<file path="config.mk">
export PLATFORM = sky130hd
export DESIGN_NAME = bcd_to_bin_converter_flat
export DESIGN_NICKNAME = d
export VERILOG_FILES = /design/src/rtl/bcd_to_bin_converter_if.sv /design/src/rtl/bcd_to_bin_converter.sv /design/src/flat_wrapper.sv
export SDC_FILE = /design/constraint.sdc
export NUM_CORES = 1
export LEC_CHECK = 0
export BUFFER_PORTS_ARGS = -buffer_cell sky130_fd_sc_hd__buf_2
export CAP_MARGIN = 20
export CORE_ASPECT_RATIO = 1.75
export CORE_UTILIZATION = 40
export DETAILED_ROUTE_END_ITERATION = 12
export SETUP_SLACK_MARGIN = 0.5
export SYNTH_ARGS = -nofsm -noshare
export SYNTH_HDL_FRONTEND = slang
export SYNTH_SLANG_ARGS = --single-unit
export TNS_END_PERCENT = 20
</file>
<file path="constraint.sdc">
create_clock -name clk -period 5.1 [get_ports clk]
set_input_delay 0.255 -clock clk [delete_from_list [all_inputs] [get_ports clk]]
set_output_delay 0.255 -clock clk [all_outputs]
set_load 0.005 [all_outputs]
</file>
<file path="src/rtl/bcd_to_bin_converter_if.sv">
// Handshake and result bundle between a BCD producer and the BCD-to-binary converter.
interface bcd_to_bin_converter_if #(
    parameter int unsigned DIGITS = 8,
    parameter int unsigned BIN_W  = 27,
    parameter int unsigned CNT_W  = 4
);
    logic                  start;
    logic [4*DIGITS-1:0]   bcd_in;
    logic                  busy;
    logic                  done;
    logic [BIN_W-1:0]      bin_out;
    logic [CNT_W-1:0]      sig_digits;
    logic                  err;

    modport master (
        output start, bcd_in,
        input  busy, done, bin_out, sig_digits, err
    );

    modport slave (
        input  start, bcd_in,
        output busy, done, bin_out, sig_digits, err
    );
endinterface

</file>
<file path="src/rtl/bcd_to_bin_converter.sv">
// Sequential packed-BCD to binary converter, one digit per clock, most significant digit first.
// Also reports the significant digit count and flags illegal digits.
module bcd_to_bin_converter #(
    parameter int unsigned DIGITS = 8,
    parameter int unsigned BIN_W  = 27,
    parameter int unsigned CNT_W  = 4
) (
    input  logic                      clk,
    input  logic                      reset,
    bcd_to_bin_converter_if.slave     bus
);
    localparam int unsigned IdxW = (DIGITS > 1) ? $clog2(DIGITS) : 1;

    typedef enum logic {StIdle, StConv} state_e;

    state_e               state_q;
    logic [4*DIGITS-1:0]  shreg_q;
    logic [BIN_W-1:0]     acc_q, acc_d;
    logic [IdxW-1:0]      idx_q;
    logic                 seen_q, seen_d;
    logic [CNT_W-1:0]     sig_q, sig_d;
    logic                 err_flag_q, err_flag_d;
    logic [3:0]           digit;
    logic                 last_digit;

    logic                 busy_q, done_q, err_q;
    logic [BIN_W-1:0]     bin_q;
    logic [CNT_W-1:0]     sig_out_q;

    always_comb begin
        digit      = shreg_q[4*DIGITS-1 -: 4];
        acc_d      = (acc_q << 3) + (acc_q << 1) + BIN_W'(digit);
        err_flag_d = err_flag_q | (digit > 4'd9);
        seen_d     = seen_q;
        sig_d      = sig_q;
        // First nonzero digit fixes the significant-digit count.
        if (digit != 4'd0 && !seen_q) begin
            seen_d = 1'b1;
            sig_d  = CNT_W'(DIGITS) - CNT_W'(idx_q);
        end
        last_digit = (idx_q == IdxW'(DIGITS - 1));
    end

    always_ff @(posedge clk) begin
        if (reset) begin
            state_q    <= StIdle;
            shreg_q    <= '0;
            acc_q      <= '0;
            idx_q      <= '0;
            seen_q     <= 1'b0;
            sig_q      <= '0;
            err_flag_q <= 1'b0;
            busy_q     <= 1'b0;
            done_q     <= 1'b0;
            bin_q      <= '0;
            sig_out_q  <= '0;
            err_q      <= 1'b0;
        end else begin
            unique case (state_q)
                StIdle: begin
                    done_q <= 1'b0;
                    if (bus.start) begin
                        shreg_q    <= bus.bcd_in;
                        acc_q      <= '0;
                        seen_q     <= 1'b0;
                        sig_q      <= '0;
                        err_flag_q <= 1'b0;
                        idx_q      <= '0;
                        busy_q     <= 1'b1;
                        state_q    <= StConv;
                    end
                end
                StConv: begin
                    acc_q      <= acc_d;
                    err_flag_q <= err_flag_d;
                    seen_q     <= seen_d;
                    sig_q      <= sig_d;
                    shreg_q    <= shreg_q << 4;
                    idx_q      <= idx_q + 1'b1;
                    if (last_digit) begin
                        bin_q     <= err_flag_d ? '0 : acc_d;
                        sig_out_q <= err_flag_d ? '0 : sig_d;
                        err_q     <= err_flag_d;
                        done_q    <= 1'b1;
                        busy_q    <= 1'b0;
                        state_q   <= StIdle;
                    end
                end
                default: state_q <= StIdle;
            endcase
        end
    end

    assign bus.busy       = busy_q;
    assign bus.done       = done_q;
    assign bus.bin_out    = bin_q;
    assign bus.sig_digits = sig_out_q;
    assign bus.err        = err_q;
endmodule

</file>
<file path="src/flat_wrapper.sv">
// flat-port wrapper written by rule: the top's interface ports become plain ports
module bcd_to_bin_converter_flat 
#(
    parameter int unsigned DIGITS = 8,
    parameter int unsigned BIN_W  = 27,
    parameter int unsigned CNT_W  = 4
)
  (clk, reset, bus_start, bus_bcd_in, bus_busy, bus_done, bus_bin_out, bus_sig_digits, bus_err);
  bcd_to_bin_converter_if #(.DIGITS(DIGITS), .BIN_W(BIN_W), .CNT_W(CNT_W)) bus_i ();
  input  logic clk;
  input  logic reset;
  input wire logic [$bits(bus_i.start)-1:0] bus_start;
  input wire logic [$bits(bus_i.bcd_in)-1:0] bus_bcd_in;
  output wire logic [$bits(bus_i.busy)-1:0] bus_busy;
  output wire logic [$bits(bus_i.done)-1:0] bus_done;
  output wire logic [$bits(bus_i.bin_out)-1:0] bus_bin_out;
  output wire logic [$bits(bus_i.sig_digits)-1:0] bus_sig_digits;
  output wire logic [$bits(bus_i.err)-1:0] bus_err;
  assign bus_i.start = bus_start;
  assign bus_i.bcd_in = bus_bcd_in;
  assign bus_busy = bus_i.busy;
  assign bus_done = bus_i.done;
  assign bus_bin_out = bus_i.bin_out;
  assign bus_sig_digits = bus_i.sig_digits;
  assign bus_err = bus_i.err;
  bcd_to_bin_converter #(.DIGITS(DIGITS), .BIN_W(BIN_W), .CNT_W(CNT_W)) u_core (.clk(clk), .reset(reset), .bus(bus_i));
endmodule
</file>
* Word-level counts from Yosys, hierarchy flattened *
Index checks and enable logic that the tools add are counted.

storage, ports and cells
  logic and storage cells = 52
  input port bits = 35
  register bits = 102
  output and inout port bits = 34

cells by class
  multiplexer cells = 23
  reduce and logical (&&, ||, !) cells = 6
  equality and inequality tests = 4
  $lt $le $gt $ge = 1
  bitwise gates (word level) = 2
  add/subtract/negate cells = 4

operator list
  kind                                              count
  one-hot mux 32 bit (2 select lines)               1
  one-hot mux 26 bit (2 select lines)               1
  two-way mux 32 bit                                1
  adder 27 bit                                      1
  adder 27 x 4 -> 27 bit                            1
  two-way mux 27 bit                                1
  two-way mux 26 bit                                1
  two-way mux 4 bit                                 3
  one-hot mux 1 bit (2 select lines)                5
  one-hot mux 4 bit (2 select lines)                1
  two-way mux 1 bit                                 7
  != test 2 bit (second input constant)             3
  one-hot mux 3 bit (2 select lines)                1
  AND reduction 2 bit                               3
  > comparator 4 bit (second input constant)        1
  nonzero test 4 bit                                1
  subtractor 4 x 3 -> 4 bit (first input constant)  1
  adder 3 x 1 -> 3 bit (second input constant)      1
  == test 3 bit (second input constant)             1
  two-way mux 3 bit                                 1
  logical AND 1 bit                                 1
  logical NOT 1 bit                                 1
  inverter 1 bit                                    1
  OR 1 bit                                          1

* Longest topological paths before layout *
  word-level depth = 4
  gate-level depth with buffers = 11
  mapped depth without buffers = 11

* Worst setup path before layout *
OpenSTA, ideal clock, no wires.

  path type = register to register
  start = reg u_core.acc_q[0]
  end = reg u_core.bin_q[26] (netlist: u_core.bus.bin_out[26])
  clock period less this slack = 2.817 ns
  stages on the path, launching flop included = 11
  path buffers = 0
  library setup time = 0.122 ns
  required time = 4.978 ns
  path slack = 2.283 ns
  arrival = 2.695 ns
  cells stage by stage = dfxtp_1 inv_1 fa_1 fa_1 nand2b_1 a21o_1 a31oi_2 a31o_4 a211oi_4 a211o_1 a221o_1

between the ends
  longest elaborated chain between the ends = 3

RTL lines
  what                    line                        source
  start, declared         bcd_to_bin_converter.sv:18  logic [BIN_W-1:0] acc_q, acc_d;
  start signal, assigned  bcd_to_bin_converter.sv:48  acc_q <= '0;
  start signal, assigned  bcd_to_bin_converter.sv:64  acc_q <= '0;
  start signal, assigned  bcd_to_bin_converter.sv:74  acc_q <= acc_d;
  adder 27 bit            bcd_to_bin_converter.sv:32  acc_d = (acc_q << 3) + (acc_q << 1) + BIN_W'(digit);
  adder 27 x 4 -> 27 bit  bcd_to_bin_converter.sv:32
  two-way mux 27 bit      bcd_to_bin_converter.sv:81  bin_q <= err_flag_d ? '0 : acc_d;
  end signal, assigned    bcd_to_bin_converter.sv:81
  end, declared           bcd_to_bin_converter.sv:27  logic [BIN_W-1:0] bin_q;

Every way passes these cells.
A chain may end at the register's enable or synchronous reset.

* Final worst setup path *
  start = reg u_core.acc_q[0]
  end = reg u_core.acc_q[25]

between the ends
  longest elaborated chain between the ends = 3

RTL lines
  what                                 line                        source
  adder 27 bit                         bcd_to_bin_converter.sv:32
  adder 27 x 4 -> 27 bit               bcd_to_bin_converter.sv:32
  one-hot mux 26 bit (2 select lines)  bcd_to_bin_converter.sv:59  unique case (state_q)

Every way passes these cells.

==> key figures <==
Run status
  – Result of the run: finished clean

Worst hold path
  – Launch instance of the worst min-delay path: bus_bcd_in[3]
  – Worst hold path type: input port to flip-flop

STA
  – Slew at the pin with the worst max-slew slack: 0.989 ns
  – Number of hold violations in the final report: 0
  – Max Slew Vio Count: 0
  – Period utilisation layout: 58.4%
  – Final setup violation count: 0
  – Clock skew: 0.00868 ns
  – Maximum clock rate: 0.335 GHz
  – Final hold slack: 0.196 ns
  – Total Neg Setup Slack: 0 ns
  – Slew margin rel.: 33.9%
  – Min Clock Period, post-route: 2.98 ns
  – Unrepaired setup endpoints after global routing: no

Worst setup path
  – Most repeated library cell on the critical path: inv_1
  – Cell depth of the worst setup path: 11
  – Worst r2r dst: u_core.acc_q[25]
  – Data arrival time at the worst-slack endpoint: 3.23 ns
  – Critical-path cell with the highest stage delay: fa_1
  – Crit path capture: u_core.acc_q[25]
  – Count of cells along the worst register-to-register path: 11
  – Buffers plus inverters on the worst setup path: 2
  – Category of the critical setup timing path: flip-flop to flip-flop
  – Category of cells accounting for the largest share of critical-path delay: compound AO/OA/AOI/OAI gates
  – Critical path launch point: u_core.acc_q[0]
  – Crit path required time: 5.34 ns
  – Largest driver fanout on the critical path: 4
  – Launching element type of the critical path: flip-flop
  – Endpoint class of the critical path: flip-flop
  – Slowest cell delay on critical path: 0.59 ns
  – CP Cell Sequence: inv_1 > fa_1 > inv_1 > ha_1 > a211oi_1 > o21ai_1 > a211oi_2 > nor3_1 > a21oi_1 > xnor2_1 > a22o_1
  – Minimum setup slack among reg-to-reg paths: 2.12 ns
  – Reg-to-reg startpoint: u_core.acc_q[0]

CTS
  – TritonCTS sink count: 102
  – Number of buffers created by CTS: 9
  – Cell at the root of the clock tree: clkbuf_16
  – Number of setup buffers added after CTS: 0
  – Longest Clk Path Bufs: 2
  – Clock network latency to the later pin of the worst-skew pair: 0.35 ns
  – CTS tree: yes
  – Hold Buf Count CTS: 0
  – Quantity of gates resized following cts: 0
  – Clock-pin transition on the worst setup and hold timing paths: 0.07 ns
  – Level count of the clock H-tree: 3

GRT
  – Initial antenna violation count: 0
  – Maximum number of pins on one net before global-route repair: 76
  – Global-route usage over all layers: 20.1%
  – Vias in the first global route: 4674
  – Global route overflow: 0
  – Wire length of the first global-routing pass: 21700 um

Synth
  – Post-synth cell types: 53
  – Dominant combinational cell family by area after synthesis: compound AO/OA/AOI/OAI gates
  – Adder-cell area share of the yosys netlist: 12.7%
  – Net count after synthesis: 674
  – Post-Synth XOR/XNOR Area: 3.77%
  – Share of synthesized registers carrying an async set or reset: 0%
  – Post-synthesis cell area: 5350 sq um
  – Simple-gate share of the synthesized area: 13.1%
  – Count of mapped cells out of synthesis: 586
  – Post-synthesis register bit count: 102
  – Syn_area_per_cell: 9.13 sq um
  – Number of flops mapped to enable cells by yosys: 0
  – Proportion of synthesized area in mux cells: 6.74%
  – Share of the synthesized area in compound gates (AO/OA/AOI/OAI): 21.9%
  – Synth warn: 0
  – Top flip-flop cell by instance count after synthesis: dfxtp_1
  – Sequential element share of the synthesized area: 38.2%

Routing
  – Post-route antenna net violation count: 0
  – Final routed DRC violation total: 0
  – Final wirelength: 13000 um
  – Detailed router's first-iteration violation count: 138
  – 1st-pass router iterations: 4
  – Average via count per standard cell: 5.54
  – Routed vias: 4495
  – Post-DR wirelength/cell: 16.0 um

Floorplan
  – Vertical die dimension: 155 um
  – Starting density of the core: 41.1%
  – Die footprint: 13900 sq um
  – Core region area: 13000 sq um
  – Die X-Extent: 89.4 um
  – IO Pins: 69
  – Rows: 55

Pwr
  – Peak VDD IR: 0.000168 V
  – Leakage: 2.88 nW
  – Pwr dens: 268 nW/um^2

Final layout
  – Ant. Diodes: 0
  – Share of final-layout standard cells stronger than drive strength 1: 16.1%
  – Final net count: 724
  – Multi-input gate area: 3120 sq um
  – Leading cell type in the layout, fill and taps excluded: dfxtp_1
  – Fillers: 1271
  – Synth-to-Final Area Change: 14.4%
  – Top library cells by usage in the layout, fill and taps aside: dfxtp_1 (101), nor2_1 (78), buf_2 (68), a21oi_1 (59), ha_1 (51)
  – Reg area: 2040 sq um

Placement
  – Detailed Place HPWL: 9520 um
  – Final RePlAce weighted congestion: 0.914
  – Buffers on Ports: 68

Flow run
  – Max capacitance violation total: 0
==> sequential cells by signal, summed over array words and instances (netlist names) <==
signal and count:
u_core.acc_q 26, u_core.idx_q 3, u_core.bus.done 1, u_core.shreg_q 32
u_core.err_flag_q 1, u_core.seen_q 1, u_core.sig_q 4, u_core.bus.err 1
u_core.bus.busy 1, u_core.bus.bin_out 27, u_core.state_q 1, u_core.bus.sig_digits 4
==> where the power goes <==
group          switching, mW  internal [mW]
Clock                  0.331          0.343
Sequential            0.0142          0.816
Combinational         0.0792         0.0533
Total                  0.425           1.21
==> metal layers <==
metal	GRT usage, %	share of wire, %	routed length (um)
met1	21.0	38	4870
met2	37.4	55	7130
met3	3.08	3.3	428
met4	10.2	4.1	533
met5	0	0	0
==> per-stage QoR <==
stage                     cell area [sq um]  power [mW]  utilization, %  std cells  setup slack (ns)
final                                  6120        1.64            47.0        812              2.12
after global placement                 5810       0.980            44.7        795              2.18
after detailed placement               5810       0.984            44.7        795              2.11
after CTS                              6100        1.66            46.9        811              2.10
after floorplan                        5350       0.943               -        586              2.28
after global routing                   6120        1.70            47.0        812              1.92
==> cells by family after synthesis <==
| family | count (synthesis) |
|---|---|
| buf+inv | 49 |
| fa+ha+maj | 53 |
| flops | 102 |
| xor+xnor | 23 |
| mux | 36 |
| simple gates | 153 |
| compound gates | 170 |
==> cells in the mapped netlist (7+ instances only) <==
master / instances / area share [%]
buf_1: 8 / 0.56
nand2_1: 25 / 1.8
nor3_1: 12 / 1.1
nor2_1: 78 / 5.5
nand4_1: 7 / 0.82
inv_1: 14 / 0.98
xnor2_1: 14 / 2.3
dfxtp_1: 102 / 38
o21ai_0: 23 / 2.2
a21oi_1: 60 / 5.6
mux2i_1: 36 / 6.7
clkbuf_1: 21 / 1.5
xor2_1: 9 / 1.5
ha_1: 51 / 12
a22o_1: 42 / 6.9
==> how the worst min path moves through the flow <==
| stage | end | cells past startpoint |
|---|---|---|
| after floorplan | u_core.sig_q[3] | 2 |
| after global placement | u_core.sig_q[3] | 2 |
| after detailed placement | u_core.bus.bin_out[19] | 2 |
| after CTS | u_core.shreg_q[2] | 3 |
| after global routing | u_core.shreg_q[3] | 3 |
| final | u_core.shreg_q[3] | 3 |
==> tightest hold or removal path: cells and delay by family <==
kind          cells  cell delay [ns]
simple gates      1             0.11
buf+inv           1             0.07
mux               1             0.05
==> cell type report <==
type	count	area share (%)
multi-input combinational	435	51.1
tap	171	3.50
timing repair buffer	74	6.42
clock inverter	7	1.08
inverter	14	0.859
sequential	102	33.4
clock buffer	9	3.68
Note: power is estimated with default switching activity, not from simulation.
